$ cat config.mk
export PLATFORM = sky130hd
export DESIGN_NAME = empaquetador_fifo
export DESIGN_NICKNAME = d
export VERILOG_FILES = /design/src/rtl/empaquetador_pkg.sv /design/src/rtl/fifo_sincrona.sv /design/src/rtl/empaquetador_fifo.sv
export SDC_FILE = /design/constraint.sdc
export NUM_CORES = 1
export LEC_CHECK = 0
export ABC_CLOCK_PERIOD_IN_PS = 3000
export BUFFER_PORTS_ARGS = -buffer_cell sky130_fd_sc_hd__clkbuf_2
export CELL_PAD_IN_SITES_DETAIL_PLACEMENT = 0
export CELL_PAD_IN_SITES_GLOBAL_PLACEMENT = 2
export CORE_MARGIN = 1.5
export CORE_UTILIZATION = 30
export CTS_BUF_LIST = sky130_fd_sc_hd__clkbuf_4 sky130_fd_sc_hd__clkbuf_8 sky130_fd_sc_hd__clkbuf_16
export DETAILED_ROUTE_END_ITERATION = 12
export PLACE_DENSITY = 0.59
export SYNTH_ARGS = -nofsm -noshare
export SYNTH_HDL_FRONTEND = slang
export SYNTH_SLANG_ARGS = --single-unit
$ cat constraint.sdc
create_clock -name clk -period 3 [get_ports clk]
set_clock_uncertainty 0.2 [all_clocks]
set_input_delay 0.3 -clock clk [delete_from_list [all_inputs] [get_ports clk]]
set_output_delay 0.3 -clock clk [all_outputs]
set_load 0.02 [all_outputs]
$ cat src/rtl/empaquetador_pkg.sv
// ============================================================================
// Module  : empaquetador_pkg
// Purpose : Shared widths, packing-phase encoding and default FIFO depth.
// Rev     : 1.0 - initial release
// ============================================================================
`default_nettype none

package empaquetador_pkg;

    localparam int SYM_W         = 2;
    localparam int WORD_W        = 8;
    localparam int SYMS_PER_WORD = 4;
    localparam int DEPTH_DEFAULT = 4;

    // Number of symbols already accepted for the word being assembled
    typedef enum logic [1:0] {
        S0 = 2'd0,
        S1 = 2'd1,
        S2 = 2'd2,
        S3 = 2'd3
    } phase_t;

endpackage

`default_nettype wire

$ cat src/rtl/fifo_sincrona.sv
// ============================================================================
// Module  : fifo_sincrona
// Purpose : Synchronous first-word-fall-through FIFO with occupancy count.
// Rev     : 1.0 - initial release
// ============================================================================
`default_nettype none

module fifo_sincrona #(
    parameter int DEPTH = 4,
    parameter int WIDTH = 8
) (
    input  logic                     clk,
    input  logic                     reset_L,
    input  logic                     push,
    input  logic                     pop,
    input  logic [WIDTH-1:0]         din,
    output logic [WIDTH-1:0]         dout,
    output logic [$clog2(DEPTH):0]   count,
    output logic                     empty,
    output logic                     full
);

    localparam int                PTR_W    = $clog2(DEPTH);
    localparam logic [PTR_W:0]    C_FULL   = (PTR_W+1)'(DEPTH);

    logic [WIDTH-1:0] r_mem [DEPTH];
    logic [PTR_W-1:0] r_wr_ptr;
    logic [PTR_W-1:0] r_rd_ptr;
    logic [PTR_W:0]   r_count;
    logic             w_do_push;
    logic             w_do_pop;

    assign w_do_push = push && !full;
    assign w_do_pop  = pop && !empty;

    always_ff @(posedge clk) begin
        if (reset_L) begin
            r_wr_ptr <= '0;
            r_rd_ptr <= '0;
            r_count  <= '0;
        end else begin
            // Power-of-two depth lets the pointers wrap naturally
            if (w_do_push) r_wr_ptr <= r_wr_ptr + 1'b1;
            if (w_do_pop)  r_rd_ptr <= r_rd_ptr + 1'b1;
            case ({w_do_push, w_do_pop})
                2'b10:   r_count <= r_count + 1'b1;
                2'b01:   r_count <= r_count - 1'b1;
                default: r_count <= r_count;
            endcase
        end
    end

    always_ff @(posedge clk) begin
        if (w_do_push) r_mem[r_wr_ptr] <= din;
    end

    assign count = r_count;
    assign empty = (r_count == '0);
    assign full  = (r_count == C_FULL);
    // Head is forced to zero when empty so reset presents a clean 8'h00
    assign dout  = empty ? '0 : r_mem[r_rd_ptr];

endmodule

`default_nettype wire

$ cat src/rtl/empaquetador_fifo.sv
// ============================================================================
// Module  : empaquetador_fifo
// Purpose : Packs four 2-bit symbols MSB-first into bytes, buffered in a FIFO.
// Rev     : 1.0 - initial release
// ============================================================================
`default_nettype none

module empaquetador_fifo
    import empaquetador_pkg::*;
#(
    parameter int DEPTH = DEPTH_DEFAULT
) (
    input  logic                     clk,
    input  logic                     reset_L,
    input  logic [SYM_W-1:0]         data_in,
    input  logic                     valid_in,
    output logic                     ready_out,
    output logic [WORD_W-1:0]        data_out,
    output logic                     valid_out,
    input  logic                     ready_in,
    output logic [$clog2(DEPTH):0]   fifo_count,
    output logic                     error
);

    phase_t                   r_phase;
    logic [WORD_W-SYM_W-1:0]  r_partial;
    logic                     r_error;
    logic                     w_accept;
    logic                     w_push;
    logic                     w_pop;
    logic                     w_full;
    logic                     w_empty;
    logic [WORD_W-1:0]        w_word;

    // Only registered state feeds ready_out; a same-edge pop cannot free a slot
    assign ready_out = !(w_full && (r_phase == S3));
    assign w_accept  = valid_in && ready_out;
    assign w_push    = w_accept && (r_phase == S3);
    assign w_pop     = valid_out && ready_in;
    assign w_word    = {r_partial, data_in};
    assign valid_out = !w_empty;
    assign error     = r_error;

    always_ff @(posedge clk) begin
        if (reset_L) begin
            r_phase   <= S0;
            r_partial <= '0;
            r_error   <= 1'b0;
        end else begin
            if (valid_in && !ready_out) r_error <= 1'b1;
            if (w_accept) begin
                case (r_phase)
                    S0: begin
                        r_partial[5:4] <= data_in;
                        r_phase        <= S1;
                    end
                    S1: begin
                        r_partial[3:2] <= data_in;
                        r_phase        <= S2;
                    end
                    S2: begin
                        r_partial[1:0] <= data_in;
                        r_phase        <= S3;
                    end
                    default: r_phase   <= S0;
                endcase
            end
        end
    end

    fifo_sincrona #(
        .DEPTH (DEPTH),
        .WIDTH (WORD_W)
    ) u_fifo (
        .clk     (clk),
        .reset_L (reset_L),
        .push    (w_push),
        .pop     (w_pop),
        .din     (w_word),
        .dout    (data_out),
        .count   (fifo_count),
        .empty   (w_empty),
        .full    (w_full)
    );

endmodule

`default_nettype wire

; Word level (Yosys, flattened, before mapping)
; Memory sizes are Yosys's and may differ from the RTL's. A register that Yosys moved wholly into a read port is not among the register bits.
; Cells that the tools add are included.
[classes]
add_sub_neg = 4
eq_ne = 6
mux = 7
n_reduce_logical = 16
[ops]
columns = operator, count
row1 = 2-to-1 mux 8 bit, 1
row2 = logical AND 1 bit, 7
row3 = "== test 2 bit, second input constant", 3
row4 = one-hot mux 2 bit (3 select lines), 1
row5 = one-hot mux 3 bit (2 select lines), 1
row6 = AND reduction 2 bit, 3
row7 = "adder 2 x 1 -> 2 bit, second input constant", 2
row8 = "== test 2 x 1 -> 1 bit, second input constant", 2
row9 = 2-to-1 mux 2 bit, 2
row10 = "adder 3 x 1 -> 3 bit, second input constant", 1
row11 = "== test 3 bit, second input constant", 1
row12 = zero test 1 bit, 3
row13 = zero test 3 bit, 1
row14 = "subtractor 3 x 1 -> 3 bit, second input constant", 1
row15 = zero test 2 bit, 1
row16 = 2-to-1 mux 1 bit, 2
row17 = nonzero test 2 bit, 1
[word_totals]
register_bits = 16
ram_bits = 32
inputBits = 6
output_inout_bits = 14
elab_cells = 42
n_memories = 1
[mem_list]
columns = name, words, word_bits, read_ports, rd_clocked_by_memory_dff, wr, line_no
row1 = u_fifo.r_mem, 4, 8, 1, 1, 1, fifo_sincrona.sv:26  ; logic [WIDTH-1:0] r_mem [DEPTH];

; Depth between registers and ports, before layout
; Gate-level depths: netlist (run 1).
[depth]
word_depth = 8
depth_mapped = 10
depth_no_buf = 10

; Hierarchy
; A second synthesis (run 1) with hierarchy kept.
[unflattened]
hier_cells = 150
hier_area_um2 = 2169.6
[by_module_without_submodules]
columns = module, instances, cells_each, area_each_um2, seq_area_each_um2
row1 = fifo_sincrona, 1, 105, 1715.4, 1141.1
row2 = empaquetador_fifo, 1, 45, 454.2, 180.2

; Least setup slack after synthesis (run 1)
; OpenSTA, ideal clock, no wires.
[synth_path]
path_kind = reg-to-reg
from = register u_fifo.r_count[2] (netlist: u_fifo.count[2])
to = register u_fifo.r_count[2] (netlist: u_fifo.count[2])
setup_time_ns = 0.071
arrival_ns = 2.005
t_required_ns = 2.729
path_slack_ns = 0.724
stages_incl_launch_ff = 9
synth_period_minus_slack_ns = 2.276
cell_sequence = dfxtp_1 > a31oi_4 > inv_1 > ha_1 > inv_1 > fa_1 > xor2_1 > or3_2 > a21oi_1
[synth_between]
elab_chain_len = 8
elab_cells_between_ends = 17
classes_between = 2 x add/sub / 3 x eq/ne / 1 x mux / 11 x reduce/logical
[synth_rtl]
columns = element, line_no
row1 = "start, declared", fifo_sincrona.sv:29  ; logic [PTR_W:0] r_count;
row2 = "start signal, assigned", fifo_sincrona.sv:46  ; 2'b10: r_count <= r_count + 1'b1;
row3 = "start signal, assigned", fifo_sincrona.sv:47  ; 2'b01: r_count <= r_count - 1'b1;
row4 = "start signal, assigned", fifo_sincrona.sv:48  ; default: r_count <= r_count;
row5 = == test 3 bit, fifo_sincrona.sv:59  ; assign full = (r_count == C_FULL);
row6 = logical AND 1 bit, empaquetador_fifo.sv:36  ; assign ready_out = !(w_full && (r_phase == S3));
row7 = zero test 1 bit, empaquetador_fifo.sv:36
row8 = logical AND 1 bit, empaquetador_fifo.sv:37  ; assign w_accept = valid_in && ready_out;
row9 = logical AND 1 bit, empaquetador_fifo.sv:38  ; assign w_push = w_accept && (r_phase == S3);
row10 = logical AND 1 bit, fifo_sincrona.sv:33  ; assign w_do_push = push && !full;
row11 = == test 2 x 1 -> 1 bit or == test 2 bit (tied branches), fifo_sincrona.sv:45  ; case ({w_do_push, w_do_pop})
row12 = one-hot mux 3 bit (2 select lines) or nonzero test 2 bit (tied branches), n/a
; Parallel ways exist; a longest one is shown, timed or not.
; A chain may end at the register's enable or synchronous reset.

; Worst setup path in the final report (run 1)
[layout_path]
from = register r_phase[0]
to = register u_fifo.r_count[2] (netlist: u_fifo.count[2])
[layout_between]
elab_chain_len = 8
elab_cells_between_ends = 10
classes_between = 3 x eq/ne / 1 x mux / 6 x reduce/logical
[layout_rtl]
columns = element, line_no
row1 = "start, declared", empaquetador_fifo.sv:25  ; phase_t r_phase;
row2 = "start signal, assigned", empaquetador_fifo.sv:46  ; r_phase <= S0;
row3 = "start signal, assigned", empaquetador_fifo.sv:55  ; r_phase <= S1;
row4 = "start signal, assigned", empaquetador_fifo.sv:59  ; r_phase <= S2;
row5 = == test 2 bit (*), "empaquetador_fifo.sv:36, empaquetador_fifo.sv:38"
row6 = logical AND 1 bit, empaquetador_fifo.sv:36
row7 = zero test 1 bit, empaquetador_fifo.sv:36
row8 = logical AND 1 bit, empaquetador_fifo.sv:37
row9 = logical AND 1 bit (*), empaquetador_fifo.sv:38
row10 = logical AND 1 bit (*), fifo_sincrona.sv:33
row11 = == test 2 x 1 -> 1 bit or == test 2 bit (tied branches), fifo_sincrona.sv:45
row12 = one-hot mux 3 bit (2 select lines) or nonzero test 2 bit (tied branches), n/a
; Mark *: on every way between the ends. The rest lies on a longest branch, timed or not.

==> results of run 1 <==
## flip-flops by register name, summed over array words and instances (netlist names), named ones only
register	flops
r_phase	2
u_fifo.count	3
u_fifo.r_wr_ptr	2
u_fifo.r_mem	32
r_partial	6
error	1
u_fifo.r_rd_ptr	2
## worst register-to-register path: stages, from the launching register on
cell	delay, ns
dfxtp_1	0.34
ha_1	0.23
nand2_1	0.12
a31oi_4	0.07
inv_1	0.08
ha_1	0.17
inv_1	0.06
fa_1	0.37
xor2_1	0.16
or3_2	0.40
a21oi_1	0.14
## power groups by stage
stage,logic (µW),registers (µW),clock network [µW]
floorplan,47.6,762,0
global placement,63.5,765,0
detailed placement,65.1,766,0
CTS,65.7,751,489
global route,72.8,752,519
finish,63.7,750,478
## layer usage
layer  part of all wire, %  vias to the layer above  wire length, µm  GRT usage (%)
li1                      -                      569                -              -
met3                   3.8                        6              139           2.65
met5                     0                        -                0              0
met1                    46                      530             1660           14.1
met4                   1.5                        0               54           3.90
met2                    49                       23             1800           18.6
## metrics by stage
step / setup slack [ns] / instances
5_1_grt: 0.459 / 268
6_report: 0.607 / 268
3_5_place_dp: 0.576 / 260
3_3_place_gp: 0.642 / 260
4_1_cts: 0.554 / 268
2_1_floorplan: 0.724 / 150
## logic make-up (layout without fill, tap and decap cells)
| kind of cell | after synthesis | in the layout | synth area share, % |
|---|---|---|---|
| DFF | 50 | 50 | 61.8 |
| and+or+nand+nor | 41 | 41 | 11.2 |
| buffers and inverters | 18 | 40 | 3.28 |
| muxes | 16 | 16 | 12.2 |
| AOI/OAI and AO/OA | 12 | 12 | 4.04 |
| adders and majority gates | 10 | 10 | 6.20 |
| xor gates and xnor gates | 3 | 3 | 1.23 |
## layout make-up
type	instances	area [µm²]	share of cell area [%]
inverter	12	45.0	1.84
timing repair buffer	20	103	4.19
clock inverter	2	37.5	1.53
sequential	50	1320	53.9
multi-input combinational	82	747	30.5
clock buffer	6	76.3	3.12
tap	96	120	4.90
## final timing paths
| path | from | to | slack [ns] | cells past startpoint |
|---|---|---|---|---|
| min reg2reg | error | error | 0.28 | 2 |
| max | r_phase[0] | u_fifo.count[2] | 0.61 | 10 |
| max reg2reg | r_phase[0] | u_fifo.count[2] | 0.61 | 10 |
| min | data_in[1] | u_fifo.r_mem[1][1] | 0.05 | 1 |
## placed cells by master, fill, tap and decap left out, drive strengths merged
cell type,instances
a31oi,1
dfxtp,18
and3,1
o21ai,3
mux4,8
nand3,3
o41ai,1
ha,9
clkinvlp,1
clkbuf,25
mux2,1
nor2b,8
buf,1
edfxtp,32
mux2i,7
nand2,2
nor3,1
fa,1
and4bb,1
inv,12
a21oi,5
xor2,3
or3,2
nor2,9
a211o,1
o31ai,1
and2,4
bufinv,1
nand2b,10
==> impl_results.md, run 1 <==
* Status: completed
* Critical-path cell list: ha_1 -> nand2_1 -> a31oi_4 -> inv_1 -> ha_1 -> inv_1 -> fa_1 -> xor2_1 -> or3_2 -> a21oi_1
* Pin count of the biggest net entering global routing at 23
* Post-synth top area share at 44.9%
* Hold/Removal Path Class: input pin to register
* Relative slew slack at 59.0%
* Initial drt markers at 78
* Root Driver: clkbuf_8
* Global Route Usage Sum at 11.2%
* # H-tree levels at 2
* Async SR Flop Fraction at 0%
* Final worst-path cycle share at 79.8%
* Slew Viols, Final at 0
* First-pass GRT wire length at 6200 µm
* Most frequent cell after synthesis: edfxtp_1
* Primary FF master, synth: edfxtp_1
* Clk slew on worst S/H paths at 0.09 ns
* Sw Share at 20.6%
* Syn Inst Count at 150
* Pwr dens at 527 mW/mm²
* Worst path arrival time at 2.43 ns
* Synth cell types at 30
* Clock sink total at 50
* Post-route DRC at 0
* Via density at 4.21
* Switching Power at 266 µW
* Final wirelength at 3650 µm
* Setup TNS at 0 ns
* Post-CTS Resized at 0
* Cts bufs inserted at 5
* Period minus WS final at 2.39 ns
* Syn Area/Cell at 14.3 µm²
* Clock latency on the worst-skew pair at 0.30 ns
* Synth warn at 0
* First drt pass iteration count at 4
* Routed vias at 1128
* Post-synth EDFFs at 32
* Die width at 87.4 µm
* RD Place Congestion at 0.724
* Worst EP required at 3.03 ns
* DP HPWL at 2440 µm
* Kind of critical path: register to register
* Placed Area at 0.00234 mm²
* Wire per inst at 13.6 µm
* Sequential area share after synthesis at 61.8%
* Starting Density at 31.3%
* Fin. Hold Viols at 0
* Die Ht at 87.4 µm
* Clk pwr share at 37.0%
* Die ar. at 0.00764 mm²
* Final setup viols at 0
* CP endpoint kind: register
* # rows at 30
* Worst-margin pin slew at 0.615 ns
* CP Max Fanout at 7
* Leakage at 0.000877 µW
* Antenna diodes at 0
* Combinational share of power at 4.9%
* Cell family with most CP delay: adder cells
* Post-CTS setup buffers at 0
* Slowest cell delay on critical path at 0.40 ns
* Max_cap viols at 0
* Layout cells sized above 1 at 24.4%
* Number of global-route vias before repair at 1200
* CP startpoint kind: register
* I/O pin count at 20
* Most common library cells after synthesis: edfxtp_1, dfxtp_1, inv_1
* Yosys reg bits at 50
* Nets at 187
* Final instance area at 0.00245 mm²
* Syn_nets at 166
* Total grt overflow at 0
* RSZ-0062 raised after global routing: false
* Final design utilization at 35.9%
* Cell taking the most area after synthesis: edfxtp_1
* ANT nets after route at 0
* Synth-to-layout area growth at 14.6%
* Power Total at 1290 µW
* CP max stage cell: or3_2
* CP bufs+invs at 2
* Sequential share of power at 58.1%
* Synthesized cell area at 0.00214 mm²
* Hold bufs inserted after CTS at 0
* Fill cells at 694
* Initial antenna violation count at 0
* Min Hold Slack at 0.0459 ns
* CTS tree: done
* Core Region at 0.00683 mm²
* PortBufs at 19
* Top post-synthesis cells by area: edfxtp_1, dfxtp_1, mux4_2
* Achievable Freq at 0.418 GHz
* Maximum clock path buffer count at 2
* Maximum vdd ir drop at 183 µV
* Internal power at 1030 µW
(Power assumes the default switching activity.)
==> run 2, diff against run 1 <==
Settings changed: ABC_CLOCK_PERIOD_IN_PS 3000 to 2250.
Clock period 3 ns to 2.25 ns, I/O delays scaled along.
==> impl_results.md, run 2 (same netlist as run 1, synthesis figures left out) <==
* Layout cells sized above 1 at 33.1% (+8.7 points)
* R2R Path Start: r_phase[0]
* Fill cells at 694 (unchanged)
* Cts bufs inserted at 5 (unchanged)
* DP HPWL at 2730 µm (+12%)
* Worst EP required at 2.28 ns (-0.75 ns)
* Initial antenna violation count at 0 (unchanged)
* Slowest cell delay on critical path at 0.33 ns (-0.07 ns)
* Core Region at 0.00683 mm² (unchanged)
* Number of global-route vias before repair at 1242 (+3.5%)
* Maximum vdd ir drop at 195 µV (+6.6%)
* Kind of critical path: register to register
* Die width at 87.4 µm (unchanged)
* Switching Power at 345 µW (+30%)
* Total grt overflow at 0 (unchanged)
* Clock latency on the worst-skew pair at 0.30 ns (about the same)
* Max_cap viols at 0 (unchanged)
* Die Ht at 87.4 µm (unchanged)
* I/O pin count at 20 (unchanged)
* Maximum clock path buffer count at 2 (unchanged)
* Internal power at 1310 µW (+28%)
* Final worst-path cycle share at 93.6% (+14 points)
* Worst path arrival time at 2.14 ns (-0.29 ns)
* Synth-to-layout area growth at 18.6%
* Period minus WS final at 2.11 ns (-0.286 ns)
* Critical-path cell list: ha_2 -> nand2_2 -> a31oi_4 -> inv_1 -> ha_2 -> inv_1 -> fa_2 -> xor2_1 -> or3_4 -> a21oi_2
* Pre-CTS setup slack at -0.0115 ns (-0.587 ns)
* PortBufs at 19 (unchanged)
* Pin count of the biggest net entering global routing at 23 (unchanged)
* Post-route DRC at 0 (unchanged)
* Worst-margin pin slew at 0.465 ns (-0.150 ns)
* Most frequent cells in the layout: edfxtp_1, clkbuf_2, dfxtp_1
* # H-tree levels at 2 (unchanged)
* RSZ-0062 raised after global routing: false
* First drt pass iteration count at 4 (unchanged)
* Initial drt markers at 35 (-55%)
* Root Driver: clkbuf_8
* Sequential share of power at 60.3% (+2.2 points)
* Most common cell after layout, fill and taps aside: edfxtp_1
* Cell depth of the worst setup path at 10 (unchanged)
* Leakage at 0.000919 µW (+4.8%)
* Combinational share of power at 6.2% (+1.3 points)
* Routed vias at 1186 (+5.1%)
* Starting Density at 31.3% (unchanged)
* CP max stage cell: dfxtp_2
* Nets at 196 (+4.8%)
* Achievable Freq at 0.475 GHz (+14%)
* R2r endpoint: u_fifo.count[2]
* Clk slew on worst S/H paths at 0.09 ns (about the same)
* CTS tree: done
* CP startpoint kind: register
* Hold Crit Start: ready_in
* Placed Area at 0.00239 mm² (+2.2%)
* Final setup viols at 0 (unchanged)
* Pwr dens at 653 mW/mm² (+24%)
* Final setup margin at 0.143 ns (-0.464 ns)
* Global Route Usage Sum at 11.3% (+0.18 points)
* CP endpoint kind: register
* Clock sink total at 50 (unchanged)
* Via density at 4.28 (+1.7%)
* Worst setup path startpoint: r_phase[0]
* Die ar. at 0.00764 mm² (unchanged)
* Final wirelength at 3810 µm (+4.4%)
* CP Max Fanout at 2 (-5)
* Final instance area at 0.00254 mm² (+3.5%)
* RD Place Congestion at 0.779 (+7.7%)
* Relative slew slack at 69.0% (+10 points)
* FF-to-FF setup slack at 0.14 ns (-0.46 ns)
* Fin. Hold Viols at 0 (unchanged)
* Worst setup path endpoint: u_fifo.count[2]
* ANT nets after route at 0 (unchanged)
* Biggest register: u_fifo.r_mem
* Worst R2R Path Depth at 10 (unchanged)
* Antenna diodes at 0 (unchanged)
* First-pass GRT wire length at 6270 µm (+1.1%)
* CP bufs+invs at 2 (unchanged)
* Max FFs per register at 32 (unchanged)
* Status: completed
* Clk pwr share at 33.5% (-3.5 points)
* # rows at 30 (unchanged)
* Hold/Removal Path Class: input pin to register
* Sw Share at 20.9% (+0.27 points)
* Wire per inst at 13.8 µm (+1.0%)
* Cell family with most CP delay: adder cells
* Slew Viols, Final at 0 (unchanged)
[run 2: area by class of cell]
type	count	area [µm²]	area share (%)
clock buffers	7	96.3	3.80
clock inverters	1	3.75	0.148
inverters	12	45.0	1.78
multi-input cells	82	769	30.3
flip-flops and latches	50	1330	52.3
well taps	96	120	4.74
repair buffers	29	175	6.91
[run 2: through the flow]
stage | util (%) | hold WS (ns) | power, µW | instances | setup TNS, ns
finish | 37.1 | 0.0868 | 1660 | 277 | 0
global route | 37.1 | 0.139 | 1730 | 277 | 0
CTS | 36.8 | 0.115 | 1680 | 276 | 0
detailed placement | 35.0 | 0.270 | 1120 | 266 | -0.0115
global placement | 35.0 | 0.260 | 1120 | 266 | 0
floorplan | - | 0.124 | 1080 | 150 | 0
[run 2: power groups by stage]
stage               logic (µW)  registers [µW]  clock network [µW]
floorplan                 63.9            1020                   0
global placement          97.9            1020                   0
detailed placement         100            1020                   0
CTS                        103             998                 576
global route               115            1000                 615
finish                     102             999                 556
[run 2: worst min-delay path by stage]
stage | end | slack (ns) | cells after the start
6_report | u_fifo.r_rd_ptr[0] | 0.09 | 4
5_1_grt | u_fifo.r_rd_ptr[0] | 0.14 | 4
4_1_cts | u_fifo.r_rd_ptr[0] | 0.11 | 4
3_5_place_dp | error | 0.27 | 2
3_3_place_gp | error | 0.26 | 2
2_1_floorplan | u_fifo.r_mem[0][0] | 0.12 | 0
[run 2: worst register-to-register path, stage by stage, from the launching register on]
cell     delay [ns]
dfxtp_2        0.33
ha_2           0.18
nand2_2        0.08
a31oi_4        0.04
inv_1          0.07
ha_2           0.17
inv_1          0.05
fa_2           0.33
xor2_1         0.15
or3_4          0.33
a21oi_2        0.12
[run 2: timing repair]
action | 4_1_cts | 5_1_grt
hold endpoints to repair | 8 | 0
resized for setup | 3 | 4
buffers inserted | 0 | 1
endpoints found under the setup margin | 1 | 1
gates cloned | 0 | 0
hold buffers | 2 | 0
[run 2: routing by layer]
| layer | global-route usage [%] | part of all wire (%) | routed length [µm] | vias up |
|---|---|---|---|---|
| li1 | - | - | - | 586 |
| met1 | 13.9 | 47 | 1810 | 573 |
| met2 | 18.9 | 49 | 1850 | 23 |
| met3 | 3.22 | 3.4 | 128 | 4 |
| met4 | 4.33 | 0.71 | 27 | 0 |
| met5 | 0 | 0 | 0 | - |
